`src/rtl/raycast_node_fetch_pkg.sv`:
```
// Shared definitions for the SVO node fetch unit: descriptor field
// positions, FSM state encoding and a child-slot address helper.
package raycast_node_fetch_pkg;

    localparam int CHILD_PTR_MSB = 31;
    localparam int CHILD_PTR_LSB = 17;
    localparam int FAR_BIT       = 16;
    localparam int VALID_MSB     = 15;
    localparam int VALID_LSB     = 8;
    localparam int LEAF_MSB      = 7;
    localparam int LEAF_LSB      = 0;

    typedef enum logic [2:0] {
        ST_IDLE      = 3'd0,
        ST_RD_PARENT = 3'd1,
        ST_CALC      = 3'd2,
        ST_RD_FAR    = 3'd3,
        ST_RD_CHILD  = 3'd4,
        ST_RESP      = 3'd5
    } fetch_state_t;

    // Byte address of the off-th occupied slot after a child block base.
    function automatic logic [31:0] slot_adr(input logic [31:0] base,
                                             input logic [2:0]  off);
        return base + {27'd0, off, 2'b00};
    endfunction

endpackage

```
`src/rtl/raycast_popcnt8.sv`:
```
// Counts the set bits of an 8-bit mask strictly below a given index.
// Shared with the traversal core for child-slot offset computation.
module raycast_popcnt8 (
    input  logic [7:0] bits,
    input  logic [2:0] idx,
    output logic [2:0] cnt
);

    // Sum of bits[i] for i < idx; at most 7, so 3 bits suffice.
    always_comb begin
        cnt = '0;
        for (int i = 0; i < 8; i++) begin
            if (i < int'(idx)) begin
                cnt = cnt + {2'b00, bits[i]};
            end
        end
    end

endmodule

```
`src/rtl/raycast_node_fetch.sv`:
```
// One-level SVO walk: read the parent descriptor, optionally resolve a far
// pointer against the tree root, then read the child descriptor.
//
//   state       | meaning
//   ------------+-----------------------------------------------------
//   IDLE        | ready for a request
//   RD_PARENT   | single-beat read of the parent descriptor
//   CALC        | decode parent, pick empty / leaf / far / near path
//   RD_FAR      | read far pointer word at node + child_ptr*4
//   RD_CHILD    | read child descriptor (issued after a one-cycle gap)
//   RESP        | result presented until consumed
module raycast_node_fetch
    import raycast_node_fetch_pkg::*;
#(
    parameter int AW = 32
) (
    input  logic          wb_clk,
    input  logic          wb_rst,
    input  logic [AW-1:0] root_adr_i,
    input  logic          req_valid_i,
    output logic          req_ready_o,
    input  logic [AW-1:0] req_node_adr_i,
    input  logic [2:0]    req_child_i,
    output logic          rsp_valid_o,
    input  logic          rsp_ready_i,
    output logic [AW-1:0] rsp_desc_o,
    output logic [AW-1:0] rsp_adr_o,
    output logic          rsp_empty_o,
    output logic          rsp_leaf_o,
    output logic [AW-1:0] wb_adr_o,
    output logic          wb_cyc_o,
    output logic          wb_stb_o,
    input  logic [AW-1:0] wb_dat_i,
    input  logic          wb_ack_i
);

    fetch_state_t  state;
    logic [AW-1:0] node_adr_q;
    logic [2:0]    child_q;
    logic [AW-1:0] parent_q;
    logic [AW-1:0] child_adr_q;
    logic          wb_cyc_q;

    logic [7:0]    valid_mask;
    logic [7:0]    leaf_mask;
    logic [AW-1:0] ptr_bytes;
    logic [AW-1:0] near_base;
    logic [AW-1:0] near_adr;
    logic [AW-1:0] far_adr;
    logic [2:0]    slot_off;
    logic          child_present;
    logic          child_leaf;

    assign valid_mask    = parent_q[VALID_MSB:VALID_LSB];
    assign leaf_mask     = parent_q[LEAF_MSB:LEAF_LSB];
    assign ptr_bytes     = {{(AW-17){1'b0}}, parent_q[CHILD_PTR_MSB:CHILD_PTR_LSB], 2'b00};
    assign near_base     = node_adr_q + ptr_bytes;
    assign near_adr      = slot_adr(near_base, slot_off);
    assign far_adr       = slot_adr(root_adr_i + wb_dat_i, slot_off);
    assign child_present = valid_mask[child_q];
    assign child_leaf    = leaf_mask[child_q];

    assign wb_cyc_o = wb_cyc_q;
    assign wb_stb_o = wb_cyc_q;

    raycast_popcnt8 u_popcnt (
        .bits (valid_mask),
        .idx  (child_q),
        .cnt  (slot_off)
    );

    // Fetch sequencer; every bus and response output is a flop of this block.
    always_ff @(posedge wb_clk or negedge wb_rst) begin
        if (!wb_rst) begin
            state       <= ST_IDLE;
            req_ready_o <= 1'b1;
            node_adr_q  <= '0;
            child_q     <= '0;
            parent_q    <= '0;
            child_adr_q <= '0;
            wb_cyc_q    <= 1'b0;
            wb_adr_o    <= '0;
            rsp_valid_o <= 1'b0;
            rsp_desc_o  <= '0;
            rsp_adr_o   <= '0;
            rsp_empty_o <= 1'b0;
            rsp_leaf_o  <= 1'b0;
        end else begin
            case (state)
                ST_IDLE: begin
                    if (req_valid_i) begin
                        node_adr_q  <= req_node_adr_i;
                        child_q     <= req_child_i;
                        wb_cyc_q    <= 1'b1;
                        wb_adr_o    <= req_node_adr_i;
                        req_ready_o <= 1'b0;
                        state       <= ST_RD_PARENT;
                    end
                end
                ST_RD_PARENT: begin
                    if (wb_ack_i) begin
                        parent_q <= wb_dat_i;
                        wb_cyc_q <= 1'b0;
                        state    <= ST_CALC;
                    end
                end
                ST_CALC: begin
                    if (!child_present) begin
                        rsp_empty_o <= 1'b1;
                        rsp_leaf_o  <= 1'b0;
                        rsp_adr_o   <= '0;
                        rsp_desc_o  <= '0;
                        rsp_valid_o <= 1'b1;
                        state       <= ST_RESP;
                    end else if (parent_q[FAR_BIT]) begin
                        wb_cyc_q <= 1'b1;
                        wb_adr_o <= near_base;
                        state    <= ST_RD_FAR;
                    end else if (child_leaf) begin
                        rsp_empty_o <= 1'b0;
                        rsp_leaf_o  <= 1'b1;
                        rsp_adr_o   <= near_adr;
                        rsp_desc_o  <= '0;
                        rsp_valid_o <= 1'b1;
                        state       <= ST_RESP;
                    end else begin
                        child_adr_q <= near_adr;
                        wb_cyc_q    <= 1'b1;
                        wb_adr_o    <= near_adr;
                        state       <= ST_RD_CHILD;
                    end
                end
                ST_RD_FAR: begin
                    if (wb_ack_i) begin
                        wb_cyc_q <= 1'b0;
                        if (child_leaf) begin
                            rsp_empty_o <= 1'b0;
                            rsp_leaf_o  <= 1'b1;
                            rsp_adr_o   <= far_adr;
                            rsp_desc_o  <= '0;
                            rsp_valid_o <= 1'b1;
                            state       <= ST_RESP;
                        end else begin
                            // Child read is issued from RD_CHILD next cycle,
                            // leaving cyc low for one cycle after this ack.
                            child_adr_q <= far_adr;
                            state       <= ST_RD_CHILD;
                        end
                    end
                end
                ST_RD_CHILD: begin
                    if (!wb_cyc_q) begin
                        wb_cyc_q <= 1'b1;
                        wb_adr_o <= child_adr_q;
                    end else if (wb_ack_i) begin
                        wb_cyc_q    <= 1'b0;
                        rsp_empty_o <= 1'b0;
                        rsp_leaf_o  <= 1'b0;
                        rsp_adr_o   <= child_adr_q;
                        rsp_desc_o  <= wb_dat_i;
                        rsp_valid_o <= 1'b1;
                        state       <= ST_RESP;
                    end
                end
                ST_RESP: begin
                    if (rsp_ready_i) begin
                        rsp_valid_o <= 1'b0;
                        req_ready_o <= 1'b1;
                        state       <= ST_IDLE;
                    end
                end
                default: begin
                    wb_cyc_q    <= 1'b0;
                    rsp_valid_o <= 1'b0;
                    req_ready_o <= 1'b1;
                    state       <= ST_IDLE;
                end
            endcase
        end
    end

endmodule

```
`config.mk`:
```
export PLATFORM = sky130hd
export DESIGN_NAME = raycast_node_fetch
export DESIGN_NICKNAME = d
export VERILOG_FILES = /design/src/rtl/raycast_node_fetch_pkg.sv /design/src/rtl/raycast_popcnt8.sv /design/src/rtl/raycast_node_fetch.sv
export SDC_FILE = /design/constraint.sdc
export NUM_CORES = 1
export LEC_CHECK = 0
export BUFFER_PORTS_ARGS = -buffer_cell sky130_fd_sc_hd__buf_2
export CAP_MARGIN = 15
export CORE_UTILIZATION = 63
export DETAILED_ROUTE_END_ITERATION = 6
export PLACE_DENSITY_LB_ADDON = 0.2
export SLEW_MARGIN = 5
export SYNTH_ARGS = -nofsm -noshare
export SYNTH_HDL_FRONTEND = slang
export SYNTH_HIERARCHICAL = 1
export SYNTH_SLANG_ARGS = --single-unit
export TNS_END_PERCENT = 20
```
`constraint.sdc`:
```
create_clock -name wb_clk -period 20.5 [get_ports wb_clk]
set_input_delay 0 -clock wb_clk [delete_from_list [all_inputs] [get_ports wb_clk]]
set_output_delay 0 -clock wb_clk [all_outputs]
set_load 0.01 [all_outputs]
```
==> impl_results.md <==
* Clk slew on worst S/H paths at approximately 0.060 ns
* Peak Freq at 111 MHz
* CP Data Required Time at approximately 21 ns
* Net count, final at around 1.9k
* Final ANT Viol Nets at 0
* Filler cell count at roughly 1.5k
* Die Ht at 149 um
* Post-synthesis sequential area ratio at 0.372
* # IOs at between 200 and 250
* Pre-CTS setup slack at 11.67 ns
* Syn nets at approximately 1.7k
* Setup TNS at 0 ns
* Crit start category: register
* Leak at between 7 and 8 nW
* DR WL/cell at between 20 and 25 um
* TritonCTS clock tree: built
* Worst r2r path cells at 32
* CP Capture Type: register
* Crit path top cell by count: ha_1
* Cell count along the critical path at 32
* Chip width at 149 um
* Cell Count Post-Placement at 1904
* CTS sink cnt at between 200 and 250
* Worst skew pair latency at between 0.5 and 0.6 ns
* Least-Margin Pin Slew at about 1.1 ns
* Initial drt markers at between 1k and 1.5k
* YS warnings at 6
* Final setup margin at 11.49 ns
* DR DRC count at 0
* Crit path kind: register to register
* Largest net degree at the start of global routing at 75
* Reg-to-Reg End: rsp_adr_o[28]
* RSZ-0062 raised after global routing: no
* PwrDens at ~190 nW/um^2
* Vias in the first global route at 12.8k
* Hold crit path type: primary input to asynchronous set/reset pin
* PortBufs at between 200 and 250
* CP Buf/Inv Count at 1
* GRT overflow at 0
* Core box area at between 20000 and 25000 um^2
* GPL Wtd Cong at just under 1
* R2r startpoint: child_q[0]
* Flop2flop setup slack at around 11 ns
* Final Slew Violations at 0
* Antenna violations before repair at 0
* Setup-failing EPs final at 0
* Worst-path maximum fanout at 23
* Final Non-Filler Cells at between 2k and 2.5k
* Worst path top cell family by delay: simple AND/OR/NAND/NOR gates
* First-pass GRT wire length at roughly 69000 um
* Area growth from synthesis to layout at 19.8%
* Ant diodes at 0
* DR vias at around 13k
* EDFF count, synth at 0
* Synthesized cell area at 13700 um^2
* Setup crit start: child_q[0]
* GRT Total Usage at 0.398
* Synthesized flop and latch total at approximately 200
* Syn Inst Count at 1491
* Max Cap Violations at 0
* PostCTS Resize Cnt at 0
* Distinct cells, synth at slightly above 80
* Total die area at 22300 um^2
* Routed wire length at roughly 44000 um
* Initial core utilization at 0.646
* Root Buffer: clkbuf_16
* Slowest cell delay on critical path at between 0.6 and 0.7 ns
* CTS Buffer Depth at 3
* Status: complete, no violations
* Synth Flop Type: dfrtp_1
* Final hold slack at roughly 0.021 ns
* Final hold violation count at 0
* Crit path time final at 9.01 ns
* Layout cell share with drive strength beyond 1 at 0.204
* Setup crit end: rsp_adr_o[28]
* Worst slew margin at 0.281
* Final period util at 0.439
* Crit path DAT at ~9.4 ns
* Clock Skew at roughly 0.012 ns
* Worst path slowest cell: dfrtp_1
* Vias/cell at 6.47
* Detailed placement HPWL at around 31000 um
* Syn avg cell area at slightly above 9 um^2
* H-tree Lvls at 1
* Total CTS buffers at 22
* VDD IR max at about 0.12 mV
* Row Count at between 50 and 60
* Drt pass-1 iters at 6
* FFs w/ async S/R, synth at 1.00
==> worst min path at each step <==
stage                              from  slack, ns        endpoint  cells past startpoint
after floorplan                  wb_rst      -0.30  child_adr_q[0]                      0
after global placement           wb_rst       0.02     wb_adr_o[0]                      1
after detailed placement         wb_rst       0.03     wb_adr_o[0]                      1
after CTS                 root_adr_i[0]       0.02  child_adr_q[0]                      4
after global routing      root_adr_i[0]       0.04  child_adr_q[0]                      4
final                            wb_rst       0.02     wb_adr_o[0]                      2
==> registers in the layout, summed over array words and instances (netlist names) <==
register and flops:
rsp_leaf_o 1, node_adr_q 32, child_adr_q 32, state 3
rsp_empty_o 1, wb_adr_o 32, parent_q 32, child_q 3
rsp_valid_o 1, rsp_adr_o 32, wb_cyc_o 1, rsp_desc_o 32
req_ready_o 1
==> power breakdown <==
| part | total, mW | switching [mW] | internal [mW] | leakage (nW) |
|---|---|---|---|---|
| Clock | 0.435 | 0.173 | 0.262 | 0.383 |
| Sequential | 0.788 | 0.192 | 0.596 | 2.49 |
| Combinational | 1.95 | 1.18 | 0.773 | 4.59 |
==> area by class of cell <==
cell class                 count  area (um^2)  share of cell area
timing repair buffer         292         1870               0.114
sequential                   203         5080               0.310
multi-input combinational   1178         8190               0.500
inverter                      27          104             0.00634
clock buffer                  34          707              0.0432
clock inverter                 5         83.8             0.00512
tap                          275          344              0.0210
==> repair_timing <==
item	4_1_cts	5_1_grt
hold endpoints to repair	204	0
hold buffers	71	0
setup buffers	0	0
==> worst reg2reg max path: cells and delay by family (launching register included) <==
| family | cells | cell delay, ns |
|---|---|---|
| buffers and inverters | 1 | 0.15 |
| AO/OA/AOI/OAI | 14 | 2.56 |
| multiplexers | 1 | 0.13 |
| AND/OR/NAND/NOR | 8 | 2.83 |
| flip-flops | 1 | 0.68 |
| adder cells (fa/ha/maj) | 8 | 2.49 |
==> cell usage after synthesis, types with 7 or more instances <==
cell | instances | area share
or4_1 | 8 | 0.0044
o21ai_0 | 122 | 0.045
nand3_1 | 22 | 0.0081
mux2i_1 | 10 | 0.0073
o21a_1 | 12 | 0.0066
dfrtp_1 | 202 | 0.37
and2_1 | 11 | 0.0050
a221oi_1 | 40 | 0.026
a21oi_1 | 105 | 0.038
o22ai_1 | 8 | 0.0037
or3_1 | 13 | 0.0060
nor2_1 | 116 | 0.032
a211oi_1 | 11 | 0.0060
clkbuf_1 | 74 | 0.020
nor3_1 | 22 | 0.0081
nor4_1 | 7 | 0.0032
a31oi_1 | 23 | 0.011
nand4_1 | 8 | 0.0037
inv_1 | 26 | 0.0071
mux2_2 | 64 | 0.053
a22o_1 | 40 | 0.026
xnor2_1 | 58 | 0.037
nor2b_1 | 8 | 0.0037
nand2b_1 | 19 | 0.0087
nand2_1 | 171 | 0.047
xor2_1 | 34 | 0.022
a21o_1 | 25 | 0.014
and3_1 | 13 | 0.0060
a22oi_1 | 7 | 0.0038
o211ai_1 | 7 | 0.0038
ha_1 | 87 | 0.080
==> through the flow <==
step	total power, mW	utilization	area, um^2
final	3.18	0.774	16400
after detailed placement	2.66	0.703	14900
after floorplan	2.12	-	13700
after CTS	3.12	0.774	16400
after global routing	3.39	0.774	16400
after global placement	2.62	0.703	14900
==> per-layer routing <==
layer | part of all wire | up-vias | GRT usage
met2 | 0.48 | 689 | 0.674
met4 | 0.034 | 0 | 0.140
met1 | 0.40 | 6270 | 0.507
li1 | - | 5966 | -
met5 | 0 | - | 0
met3 | 0.088 | 110 | 0.0755
==> logic make-up after synthesis <==
| logic type | share of synthesized area |
|---|---|
| AO/OA/AOI/OAI | 0.228 |
| AND/OR/NAND/NOR | 0.153 |
| flip-flops | 0.372 |
| buffers and inverters | 0.0320 |
| XOR/XNOR | 0.0601 |
| adder cells (fa/ha/maj) | 0.0884 |
| multiplexers | 0.0666 |
==> cell usage in the layout (no fill, tap or decap), types with 8 or more instances in the layout <==
cell,count
o22ai_1,8
o21ai_0,122
a211oi_1,11
nand3_1,22
clkbuf_16,23
a21oi_1,105
a221oi_1,40
nor2_1,113
or4_1,8
mux2_2,64
or3_1,12
dlygate4sd3_1,71
dfrtp_1,202
nand2_1,171
nor3_1,20
nor2b_1,8
nand2b_1,18
and2_1,10
and3_1,13
a21o_1,25
buf_4,16
clkbuf_8,10
mux2i_1,10
xnor2_1,58
a22o_1,40
buf_2,204
xor2_1,34
ha_1,87
inv_1,26
nand4_1,8
o21a_1,12
a31oi_1,23
Power figures use the tool's default switching activity.
